### src/rtl/pe_mac_scheduler.sv
// pe_mac_scheduler: drives a weight-stationary MAC array channel by channel, accumulates
// per-position partial sums and hands finished results out through a small FIFO.
module pe_mac_scheduler #(
    parameter int BIT_WIDTH   = 8,
    parameter int ACC_WIDTH   = 18,
    parameter int TAPS        = 9,
    parameter int OUT_WIDTH   = 24,
    parameter int MAX_POS     = 16,
    parameter int MAX_CH      = 8,
    parameter int OFIFO_DEPTH = 4,
    localparam int PW = $clog2(MAX_POS + 1),
    localparam int CW = $clog2(MAX_CH + 1),
    localparam int IW = $clog2(MAX_POS)
) (
    input  logic                      clk,
    input  logic                      reset,
    input  logic                      start,
    input  logic [PW-1:0]             cfg_num_pos,
    input  logic [CW-1:0]             cfg_num_ch,
    output logic                      busy,
    output logic                      done,
    input  logic                      wt_valid,
    output logic                      wt_ready,
    input  logic [TAPS*BIT_WIDTH-1:0] wt_data,
    input  logic                      win_valid,
    output logic                      win_ready,
    input  logic [TAPS*BIT_WIDTH-1:0] win_data,
    output logic                      mac_control,
    output logic [TAPS*BIT_WIDTH-1:0] mac_wt,
    output logic [TAPS*BIT_WIDTH-1:0] mac_data,
    input  logic [TAPS*ACC_WIDTH-1:0] mac_prod,
    output logic                      out_valid,
    input  logic                      out_ready,
    output logic [OUT_WIDTH-1:0]      out_data,
    output logic [IW-1:0]             out_pos
);
    localparam int AW = $clog2(OFIFO_DEPTH);
    localparam int NW = $clog2(OFIFO_DEPTH + 1);

    typedef enum logic [2:0] {IDLE, LOAD_W, STREAM, DRAIN, FINISH} state_t;
    state_t state, state_nx;

    logic [PW-1:0]        num_pos, pos;
    logic [CW-1:0]        num_ch, ch;
    logic                 s1_v, s1_first, s1_last, s2_v, s2_first, s2_last;
    logic [IW-1:0]        s1_pos, s2_pos;
    logic [OUT_WIDTH-1:0] sum, s2_sum, result;
    logic [OUT_WIDTH-1:0] psum [MAX_POS];
    logic [OUT_WIDTH-1:0] fifo_data [OFIFO_DEPTH];
    logic [IW-1:0]        fifo_pos [OFIFO_DEPTH];
    logic [AW-1:0]        rd_ptr, wr_ptr;
    logic [NW-1:0]        count;
    logic [NW:0]          occ;
    logic                 last_ch, cfg_ok, win_hs, push, pop, pipe_empty;

    function automatic logic [AW-1:0] inc(input logic [AW-1:0] p);
        return (p == AW'(OFIFO_DEPTH - 1)) ? '0 : p + 1'b1;
    endfunction

    assign mac_wt     = wt_data;
    assign mac_data   = win_data;
    assign busy       = state != IDLE;
    assign out_valid  = count != '0;
    assign out_data   = fifo_data[rd_ptr];
    assign out_pos    = fifo_pos[rd_ptr];
    assign last_ch    = ch == num_ch - 1'b1;
    assign cfg_ok     = cfg_num_pos != '0 && cfg_num_ch != '0;
    assign win_hs     = win_valid && win_ready;
    assign push       = s2_v && s2_last;
    assign pop        = out_valid && out_ready;
    assign pipe_empty = !s1_v && !s2_v;
    // FIFO slots already promised to results still travelling through the pipeline
    assign occ        = (NW+1)'(count) + (NW+1)'(s1_v) + (NW+1)'(s2_v);
    assign result     = s2_first ? s2_sum : psum[s2_pos] + s2_sum;

    always_comb begin
        sum = '0;
        for (int i = 0; i < TAPS; i++) sum = sum + OUT_WIDTH'(mac_prod[i*ACC_WIDTH +: ACC_WIDTH]);
    end

    always_comb begin
        state_nx    = state;
        wt_ready    = 1'b0;
        win_ready   = 1'b0;
        mac_control = 1'b0;
        case (state)
            IDLE:    if (start && cfg_ok) state_nx = LOAD_W;
            LOAD_W: begin
                wt_ready    = 1'b1;
                mac_control = wt_valid;
                if (wt_valid) state_nx = STREAM;
            end
            STREAM: begin
                win_ready = pos < num_pos && (!last_ch || occ < (NW+1)'(OFIFO_DEPTH));
                if (win_valid && win_ready && pos + 1'b1 == num_pos) state_nx = DRAIN;
            end
            DRAIN:   if (pipe_empty) state_nx = last_ch ? FINISH : LOAD_W;
            FINISH:  if (count == '0) state_nx = IDLE;
            default: state_nx = IDLE;
        endcase
    end

    always_ff @(posedge clk) begin
        if (reset) begin
            state   <= IDLE;
            done    <= 1'b0;
            num_pos <= '0;
            num_ch  <= '0;
            pos     <= '0;
            ch      <= '0;
            s1_v    <= 1'b0;
            s2_v    <= 1'b0;
            rd_ptr  <= '0;
            wr_ptr  <= '0;
            count   <= '0;
        end else begin
            state <= state_nx;
            done  <= (state == IDLE && start && !cfg_ok) || (state == FINISH && count == '0);
            if (state == IDLE && start && cfg_ok) begin
                num_pos <= cfg_num_pos;
                num_ch  <= cfg_num_ch;
                pos     <= '0;
                ch      <= '0;
            end
            if (state == DRAIN && pipe_empty && !last_ch) begin
                ch  <= ch + 1'b1;
                pos <= '0;
            end
            if (win_hs) pos <= pos + 1'b1;
            s1_v <= win_hs;
            s2_v <= s1_v;
            if (push) wr_ptr <= inc(wr_ptr);
            if (pop) rd_ptr <= inc(rd_ptr);
            count <= count + NW'(push) - NW'(pop);
        end
    end

    always_ff @(posedge clk) begin
        s1_pos   <= pos[IW-1:0];
        s1_first <= ch == '0;
        s1_last  <= last_ch;
        s2_pos   <= s1_pos;
        s2_first <= s1_first;
        s2_last  <= s1_last;
        s2_sum   <= sum;
        if (s2_v && !s2_last) psum[s2_pos] <= result;
        if (push) begin
            fifo_data[wr_ptr] <= result;
            fifo_pos[wr_ptr]  <= s2_pos;
        end
    end
endmodule

### config.mk
export PLATFORM = sky130hd
export DESIGN_NAME = pe_mac_scheduler
export DESIGN_NICKNAME = d
export VERILOG_FILES = /design/src/rtl/pe_mac_scheduler.sv
export SDC_FILE = /design/constraint.sdc
export NUM_CORES = 1
export LEC_CHECK = 0
export CORE_ASPECT_RATIO = 0.8
export CORE_MARGIN = 8
export CORE_UTILIZATION = 53
export DETAILED_ROUTE_END_ITERATION = 8
export PLACE_DENSITY = 0.81
export SYNTH_ARGS = -nofsm -noshare
export SYNTH_HDL_FRONTEND = slang
export SYNTH_SLANG_ARGS = --single-unit
### constraint.sdc
create_clock -name clk -period 6.98 [get_ports clk]
set_input_delay 1.396 -clock clk [delete_from_list [all_inputs] [get_ports clk]]
set_output_delay 1.396 -clock clk [all_outputs]
set_load 0.03 [all_outputs]
==> impl_metrics.toml, run 1 <==
[status]
outcome = "complete, no violations"

[die]
die_h_um = 220
dieArea_um2 = 59600
coreArea_um2 = 51200
die_x_um = 271
rows = 74
start_util = 0.538
ios = 499

[grt]
grt_max_degree = 64
grt_pass1_wl_um = 94200
grt.total_usage = 0.208
grt_antenna_before_repair = 0
grt_pass1_vias = 16100
overflow = 0

[clock_network]
h-tree-depth = 2
cts_root_buf = "clkbuf_16"
tritoncts = "built"
numCtsBuffers = 50
path_clk_slew_ns = 0.07
cts_resized = 0
postCtsSetupRepairBufs = 0
clk_path_buf_depth = 3
clk_latency_ns = 0.57
hold_buffers = 0
cts.sinks = 563

[yosys]
syn-num-nets = 2243
ys_types = 70
ys_ff_latch = 563
async_reset_ff_frac = 0
netlist_area_um2 = 27500
yosysWarnings = 0
avgSynthCellArea_um2 = 15.9
netlist_instances = 1733
synth-edff-count = 496
seq_area_frac_synth = 0.589
synthFlopType = "edfxtp_1"

[final_layout]
fin_nets = 2341
drive_gt1_frac = 0.152
final_area_um2 = 31200
fin_cells = 2553
syn2layout_area_growth_pct = 13.2
n_antenna_cell = 0
post-route-util = 0.609
fill_cells = 3521

[placement]
gp_congestion = 0.845
placed_cell_area_um2 = 29600
place_hpwl_um = 39000
port_buffers = 210
dp.cells = 2463

[timing]
timing.final.crit_period_ns = 5.72
timing.fmax_mhz = 175
slew_violations = 0
hold_violations = 0
whs_ns = 0.320
relSlewSlack = 0.0650
setup_viol = 0
period_share = 0.820
fin_tns_setup_ns = 0
rsz0062_at_grt = "false"
tightest_slew_ns = 1.39
clock_skew_ns = 0.0240

[worst_setup_path]
rr_endpoint = "psum[3][12]"
cp_max_fo = 3
crit_buf_inv = 6
startpoint_type = "input port"
regToRegSetupSlack_ns = 1.49
critPathMaxStageDelay_ns = 0.54
reg2reg_depth = 11
slowest_stage = "fa_1"
worst_ep_required_time_ns = 7.47
crit_type = "in -> reg"
cp.arrival_ns = 6.21
endpoint_kind = "flip-flop"
reg2reg_from = "s2_pos[0]"
critPathTopFamily = "adder cells"
path_cells = "clkdlybuf4s50_1 -> inv_1 -> fa_1 -> inv_1 -> fa_1 -> fa_1 -> inv_1 -> fa_1 -> inv_1 -> ha_1 -> inv_1 -> fa_1 -> nor2b_1 -> o31a_1 -> o21a_1 -> o31ai_1 -> o21ai_1 -> o41ai_1 -> xnor2_1"

[worst_hold_path]
whs_endpoint = "s2_pos[0]"
holdCritPathClass = "reg -> reg"
hold-path-cell-count = 0
min_from = "s1_pos[0]"

[drt]
drc = 0
drt-pass1-iter-count = 7
drt_iter0_markers = 1365
routed_wl_um = 61800
vias = 14900
routedWlPerCell_um = 24.2
drtAntennaViolNets = 0
viasPerCell = 5.85

[pwr]
p_leak_uw = 0.0110
irDropWorstVdd_v = 0.000300
pwr_density_cell_nw_per_um2 = 350

[run]
cap_violations = 0
==> through the flow <==
stage / total power [µW] / setup WS, ns
final: 10900 / 1.26
after global routing: 11600 / 1.08
after CTS: 11000 / 1.29
after detailed placement: 8310 / 0.723
after global placement: 8150 / 0.727
after floorplan: 7340 / 1.62
==> cell usage in the layout (no fill, tap or decap), types with 15 or more instances in the layout <==
| master | n |
|---|---|
| edfxtp_1 | 496 |
| inv_1 | 216 |
| clkdlybuf4s50_1 | 210 |
| mux4_2 | 148 |
| fa_1 | 126 |
| ha_1 | 63 |
| dfxtp_1 | 62 |
| clkbuf_16 | 53 |
| nor2_1 | 48 |
| a21oi_1 | 48 |
| nand2_1 | 43 |
| buf_4 | 30 |
| xnor2_1 | 24 |
| nor3_1 | 22 |
| o21ai_0 | 20 |
| o21a_1 | 16 |
| nand3_1 | 15 |
| nor2b_1 | 15 |
==> per-layer routing <==
metal,GRT usage,vias to the layer above,routed length (µm)
li1,-,6400,-
met2,0.381,795,33000
met1,0.241,7565,21500
met4,0.0754,0,2250
met5,0,-,0
met3,0.0428,164,4980
==> worst max-delay path by stage <==
stage             startpoint          to  slack (ns)  cells after the start
3_5_place_dp     mac_prod[2]  s2_sum[20]        0.72                     19
6_report         mac_prod[2]  s2_sum[20]        1.26                     19
5_1_grt          mac_prod[2]  s2_sum[20]        1.08                     19
3_3_place_gp     mac_prod[2]  s2_sum[20]        0.73                     19
4_1_cts          mac_prod[2]  s2_sum[20]        1.29                     19
2_1_floorplan  mac_prod[110]  s2_sum[20]        1.62                     16
==> logic make-up after synthesis <==
kind of cell / after synthesis / share of synthesized area
DFF: 563 / 0.589
adders and majority gates: 189 / 0.120
AOI/OAI and AO/OA: 156 / 0.0367
and+or+nand+nor: 215 / 0.0390
muxes: 164 / 0.127
buffers and inverters: 411 / 0.0765
xor gates and xnor gates: 35 / 0.0111
==> synthesized netlist by cell type, types with 3 or more instances <==
cell type / number / area [µm²]
o21ai_1: 6 / 30.0
nor2b_1: 15 / 93.8
buf_2: 14 / 70.1
clkbuf_1: 30 / 113
buf_4: 144 / 1080
nor3b_1: 6 / 45.0
nor2_1: 60 / 225
edfxtp_1: 496 / 14900
or3_1: 3 / 18.8
nand2b_1: 11 / 68.8
xor2_1: 11 / 96.3
a21o_1: 11 / 82.6
xnor2_1: 24 / 210
nor3_1: 26 / 130
o21a_1: 16 / 120
buf_1: 6 / 22.5
o21ai_0: 25 / 125
mux2_2: 4 / 45.0
o31ai_1: 9 / 67.6
mux4_2: 148 / 3330
inv_1: 216 / 811
dfxtp_1: 67 / 1340
a211oi_1: 4 / 30.0
and3_1: 12 / 75.1
nand4_1: 4 / 25.0
a21oi_1: 48 / 240
mux2i_1: 12 / 120
ha_1: 63 / 788
nand3_1: 15 / 75.1
fa_1: 126 / 2520
a211o_1: 4 / 35.0
nand2_1: 43 / 161
o211ai_1: 4 / 30.0
nor4_1: 3 / 18.8
a31oi_1: 4 / 25.0
==> power breakdown <==
part           switching [µW]  internal [µW]
Combinational            2270           1650
Sequential                127           4210
Clock                    1170           1490
==> flip-flops by register name, summed over array words and instances, names as in the netlist, 2 cells and up, named ones only <==
| name | cells |
|---|---|
| s2_pos | 4 |
| count | 3 |
| pos | 5 |
| rd_ptr | 2 |
| num_ch | 4 |
| fifo_data | 96 |
| wr_ptr | 2 |
| state | 3 |
| s2_sum | 22 |
| s1_pos | 4 |
| psum | 384 |
| num_pos | 5 |
| ch | 4 |
| fifo_pos | 16 |
==> area by class of cell <==
type                            count  area [µm²]  area share
Clock buffer                       66        1380      0.0441
Clock inverter                     24         186     0.00598
Inverter                          216         811      0.0260
Multi-Input combinational cell    759        9360       0.300
Sequential cell                   563       16200       0.521
Tap cell                          684         856      0.0274
Timing Repair Buffer              241        2350      0.0753
Note: power is estimated with default switching activity, not from simulation.
==> run 2: changes to the inputs <==
--- a/config.mk
+++ b/config.mk
@@ -7,9 +7,9 @@
 export LEC_CHECK = 0
 export CORE_ASPECT_RATIO = 0.8
 export CORE_MARGIN = 8
-export CORE_UTILIZATION = 53
+export CORE_UTILIZATION = 48
 export DETAILED_ROUTE_END_ITERATION = 8
-export PLACE_DENSITY = 0.81
+export PLACE_DENSITY = 0.77
 export SYNTH_ARGS = -nofsm -noshare
 export SYNTH_HDL_FRONTEND = slang
 export SYNTH_SLANG_ARGS = --single-unit
==> constraint.sdc (replaced) <==
create_clock -name clk -period 4.65 [get_ports clk]
set_input_delay 0.93 -clock clk [delete_from_list [all_inputs] [get_ports clk]]
set_output_delay 0.93 -clock clk [all_outputs]
set_load 0.03 [all_outputs]
==> run 2 against run 1 <==
Via count increased by 2.0%. First-iteration DRC count rose by 0.73%. Global-route usage fell by 2.0 points. Core utilization fell by 3.4 points. Cell area rose by 4.6%. Flip-flop and latch count is the same. Total power increased by 68%. Register-to-register slack worse by 1.3 ns. Clock power rose by 50%. Sequential share of layout area shrank 2.3 points. Wire length grew 1.7%. Highest routed layer is now met5.
==> impl_metrics.toml, run 2 (synthesis gave the netlist of run 1 again) <==
[worst_setup_path]
endpoint_kind = "flip-flop"
worst_ep_required_time_ns = 5.08
startpoint = "mac_prod[81]"
crit_type = "in -> reg"
reg2reg_from = "s2_pos[0]"
cp.arrival_ns = 4.96
startpoint_type = "input port"
reg2reg_depth = 14
regToRegSetupSlack_ns = 0.19
endpoint = "s2_sum[19]"
rr_endpoint = "psum[3][20]"
cp_max_fo = 2

[timing]
relSlewSlack = 0.237
layout_setup_ws_ns = 0.122
timing.fmax_mhz = 221
timing.final.crit_period_ns = 4.53
slew_violations = 0
period_share = 0.974
clock_skew_ns = 0.0342
setup_viol = 0
hold_violations = 0
fin_tns_setup_ns = 0
tightest_slew_ns = 1.14
rsz0062_at_grt = "true"

[final_layout]
post-route-util = 0.575
final_cell_mix = "edfxtp_1 (496), inv_1 (163), mux4_2 (148)"
reg_top3 = "psum x384, fifo_data x96, s2_sum x22"
largest_register = "psum"
syn2layout_area_growth_pct = 18.4
fin_nets = 2453
largest_reg_flops = 384
final_area_um2 = 32600
n_antenna_cell = 0
drive_gt1_frac = 0.257
final_common_cell = "edfxtp_1"

[pwr]
clkPwrFrac = 0.218
irDropWorstVdd_v = 0.000566
intPower_uw = 12300
p_comb_frac = 0.430
p_switching_uw = 5980
pwr_density_cell_nw_per_um2 = 562
power_uw = 18300
swShare = 0.326
p_leak_uw = 0.0122
seqPwrFrac = 0.352

[drt]
drtAntennaViolNets = 0
vias = 15200
drc = 0
viasPerCell = 5.55
routed_wl_um = 62800
drt_iter0_markers = 1375
drt-pass1-iter-count = 5
routedWlPerCell_um = 22.9

[placement]
pre_cts_ws_ns = -0.905
place_hpwl_um = 43000
gp_congestion = 0.823
port_buffers = 210
placed_cell_area_um2 = 30500

[grt]
grt.total_usage = 0.188
grt_pass1_wl_um = 95000
grt_antenna_before_repair = 0
grt_pass1_vias = 16400
overflow = 0
grt_max_degree = 54

[clock_network]
clk_latency_ns = 0.58
h-tree-depth = 2
path_clk_slew_ns = 0.06
cts_root_buf = "clkbuf_16"
numCtsBuffers = 52
cts.sinks = 563
hold_buffers = 0
clk_path_buf_depth = 3
tritoncts = "built"

[worst_hold_path]
holdCritPathClass = "reg -> reg"

[die]
die_x_um = 284
dieArea_um2 = 65400
coreArea_um2 = 56700
die_h_um = 230
start_util = 0.486
ios = 499
rows = 78

[status]
outcome = "complete, no violations"

[run]
cap_violations = 0
[run 2: cell count changes in the layout (fill, tap and decap cells not counted), sizes merged, moves of 2 or more]
cell and delta:
buf +112, clkbuf +12, clkdlybuf4s50 -89, dlygate4sd2 +3, dlymetal6s2s +73, inv +2
[run 2: critical path, stage by stage]
cell	delay, ns
clkdlybuf4s50_1	0.44
fa_2	0.59
fa_2	0.43
fa_1	0.50
inv_1	0.05
fa_1	0.49
inv_1	0.04
ha_2	0.17
a21o_1	0.18
a21o_1	0.18
a21oi_4	0.16
o21ai_2	0.10
a211oi_4	0.20
mux2i_1	0.11
a2111o_1	0.38
[run 2: layer usage]
| layer | up-vias | share of wire | global-route usage | wire [µm] |
|---|---|---|---|---|
| met5 | - | 0.00043 | 0.00530 | 27 |
| met4 | 2 | 0.030 | 0.0557 | 1860 |
| met3 | 125 | 0.074 | 0.0413 | 4660 |
| met2 | 622 | 0.52 | 0.334 | 32600 |
| met1 | 7867 | 0.38 | 0.228 | 23600 |
| li1 | 6603 | - | - | - |
[run 2: layout make-up]
| cell class | count | area [µm²] |
|---|---|---|
| Clock buffer | 68 | 1390 |
| Clock inverter | 25 | 196 |
| Fill cell | 4109 | 24100 |
| Inverter | 216 | 818 |
| Multi-Input combinational cell | 759 | 9570 |
| Sequential cell | 563 | 16200 |
| Tap cell | 760 | 951 |
| Timing Repair Buffer | 351 | 3450 |
[run 2: how the worst min path moves through the flow]
stage / startpoint / end / slack, ns / cells after the start
2_1_floorplan: s1_first / s2_first / 0.31 / 0
3_3_place_gp: s1_last / s2_last / 0.32 / 0
3_5_place_dp: s1_last / s2_last / 0.31 / 0
4_1_cts: s1_pos[0] / s2_pos[0] / 0.33 / 0
5_1_grt: s1_pos[0] / s2_pos[0] / 0.34 / 0
6_report: s1_pos[0] / s2_pos[0] / 0.33 / 0
[run 2: timing repair]
action | 4_1_cts | 5_1_grt
pin swaps | 16 | 76
buffers inserted | 3 | 10
gates resized for setup | 42 | 182
gates cloned | 0 | 0
endpoints found under the setup margin | 29 | 65
[run 2: stage by stage]
| stage | std cells | hold WS, ns |
|---|---|---|
| final | 2742 | 0.326 |
| after global routing | 2742 | 0.336 |
| after CTS | 2732 | 0.330 |
| after detailed placement | 2636 | 0.314 |
| after global placement | 2636 | 0.315 |
| after floorplan | 1733 | 0.310 |
[run 2: power groups by stage]
stage	Combinational, µW	Clock [µW]	Sequential (µW)
after floorplan	4620	0	6500
after global placement	6790	0	6570
after detailed placement	7010	0	6570
after CTS	7310	4050	6460
after global routing	8730	4250	6470
final	7870	3990	6450
==> run 3: changes to the inputs <==
--- a/config.mk
+++ b/config.mk
@@ -10,6 +10,8 @@
 export CORE_UTILIZATION = 48
 export DETAILED_ROUTE_END_ITERATION = 8
 export PLACE_DENSITY = 0.77
+export RECOVER_POWER = 25
+export SETUP_SLACK_MARGIN = 0.4
 export SYNTH_ARGS = -nofsm -noshare
 export SYNTH_HDL_FRONTEND = slang
 export SYNTH_SLANG_ARGS = --single-unit
==> run 3 against run 2 <==
The run now ends with capacitance limit, slew limit left. Global-route usage grew 0.94 points. Critical path depth grew 2. Clock power grew 5%. Flip-flop and latch count is the same. Sequential power is essentially flat. Highest routed layer is now met4.
==> impl_metrics.toml, run 3 (synthesis gave the netlist of run 1 again) <==
[timing]
setup_viol = 0
timing.final.crit_period_ns = 4.49
slew_violations = 116
tightest_slew_ns = 1.93
rsz0062_at_grt = "true"
hold_violations = 0
relSlewSlack = -0.287
period_share = 0.965
clock_skew_ns = 0.0235
timing.fmax_mhz = 223

[worst_setup_path]
reg2reg_depth = 15
endpoint_kind = "flip-flop"
worst_ep_required_time_ns = 5.11
reg2reg_from = "s2_pos[0]"
cp.arrival_ns = 4.95
regToRegSetupSlack_ns = 0.27
startpoint_type = "input port"
rr_endpoint = "fifo_data[2][20]"
crit_type = "in -> reg"
cp_max_fo = 2

[die]
dieArea_um2 = 65400
coreArea_um2 = 56700
die_h_um = 230
ios = 499
start_util = 0.486
die_x_um = 284
rows = 78

[final_layout]
fin_nets = 2491
final_common_cell = "edfxtp_1"
drive_gt1_frac = 0.315
reg_top3 = "psum x384, fifo_data x96, s2_sum x22"
syn2layout_area_growth_pct = 21.6
final_cell_mix = "edfxtp_1 (496), inv_1 (165), mux4_2 (148)"
final_area_um2 = 33500
largest_reg_flops = 384
largest_register = "psum"
n_antenna_cell = 0

[pwr]
p_switching_uw = 6730
irDropWorstVdd_v = 0.000607
seqPwrFrac = 0.326
p_comb_frac = 0.464
power_uw = 19900
clkPwrFrac = 0.210
intPower_uw = 13200
p_leak_uw = 0.0120
pwr_density_cell_nw_per_um2 = 593
swShare = 0.338

[grt]
grt_pass1_wl_um = 99700
grt_pass1_vias = 16700
grt_antenna_before_repair = 0
grt_max_degree = 58
grt.total_usage = 0.197
overflow = 0

[clock_network]
cts_root_buf = "clkbuf_16"
numCtsBuffers = 51
cts.sinks = 563
clk_path_buf_depth = 3
path_clk_slew_ns = 0.06
clk_latency_ns = 0.59
h-tree-depth = 2
hold_buffers = 0
tritoncts = "built"

[drt]
vias = 15900
drc = 0
drt-pass1-iter-count = 5
viasPerCell = 5.72
drt_iter0_markers = 1465
routed_wl_um = 69000
drtAntennaViolNets = 0
routedWlPerCell_um = 24.8

[placement]
placed_cell_area_um2 = 30500
port_buffers = 210
gp_congestion = 0.839
place_hpwl_um = 41800

[worst_hold_path]
holdCritPathClass = "reg -> reg"
min_from = "s1_pos[0]"
hold-path-cell-count = 0
whs_endpoint = "s2_pos[0]"

[status]
outcome = "finished, violations left"
violations = "capacitance limit, slew limit"

[run]
cap_violations = 4
## run 3: metal layers
| layer | wire length, µm | part of all wire | track usage |
|---|---|---|---|
| met1 | 24400 | 0.35 | 0.236 |
| met5 | 0 | 0 | 0 |
| met2 | 36800 | 0.53 | 0.355 |
| met4 | 2070 | 0.030 | 0.0534 |
| met3 | 5680 | 0.082 | 0.0467 |
## run 3: worst max path at each step
stage	from	end	depth (start not counted)
2_1_floorplan	mac_prod[110]	s2_sum[20]	16
3_3_place_gp	mac_prod[39]	s2_sum[19]	17
3_5_place_dp	mac_prod[110]	s2_sum[18]	18
4_1_cts	mac_prod[110]	s2_sum[20]	18
5_1_grt	mac_prod[110]	s2_sum[20]	18
6_report	mac_prod[110]	s2_sum[19]	17
## run 3: power groups by stage
stage,clock (µW),sequential (µW),combinational (µW)
2_1_floorplan,0,6500,4710
3_3_place_gp,0,6580,6790
3_5_place_dp,0,6580,7000
4_1_cts,4200,6470,8380
5_1_grt,4400,6500,10100
6_report,4180,6480,9220
## run 3: repair_timing
item | CTS | global route
cloned | 6 | 7
pin swaps | 109 | 54
endpoints found under the setup margin | 235 | 232
gates resized for setup | 369 | 99
setup buffers | 26 | 27
## run 3: per-stage QoR
stage	cells	setup WS (ns)	utilization	TNS, ns	hold WS, ns
floorplan	1733	-0.116	-	-0.273	0.310
global placement	2622	-0.875	0.538	-9.25	0.311
detailed placement	2622	-0.919	0.538	-10.32	0.312
CTS	2748	0.147	0.578	0	0.325
global route	2782	-0.00543	0.591	-0.00549	0.327
finish	2782	0.162	0.591	0	0.324
## run 3: critical path: stages
cell	delay, ns
buf_6	0.09
fa_1	0.56
fa_1	0.45
fa_1	0.54
inv_1	0.05
fa_1	0.49
inv_2	0.05
ha_4	0.16
buf_6	0.11
buf_6	0.10
a21o_1	0.19
a21oi_4	0.14
o21ai_2	0.09
and2_4	0.19
a211oi_4	0.28
mux2i_1	0.12
a2111o_1	0.38
## run 3: cell type report
cell class,instances,area [µm²]
Sequential cell,563,16200
Fill cell,4020,23200
Multi-Input combinational cell,766,10200
Clock inverter,33,339
Timing Repair Buffer,383,3640
Inverter,216,818
Clock buffer,61,1310
Tap cell,760,951
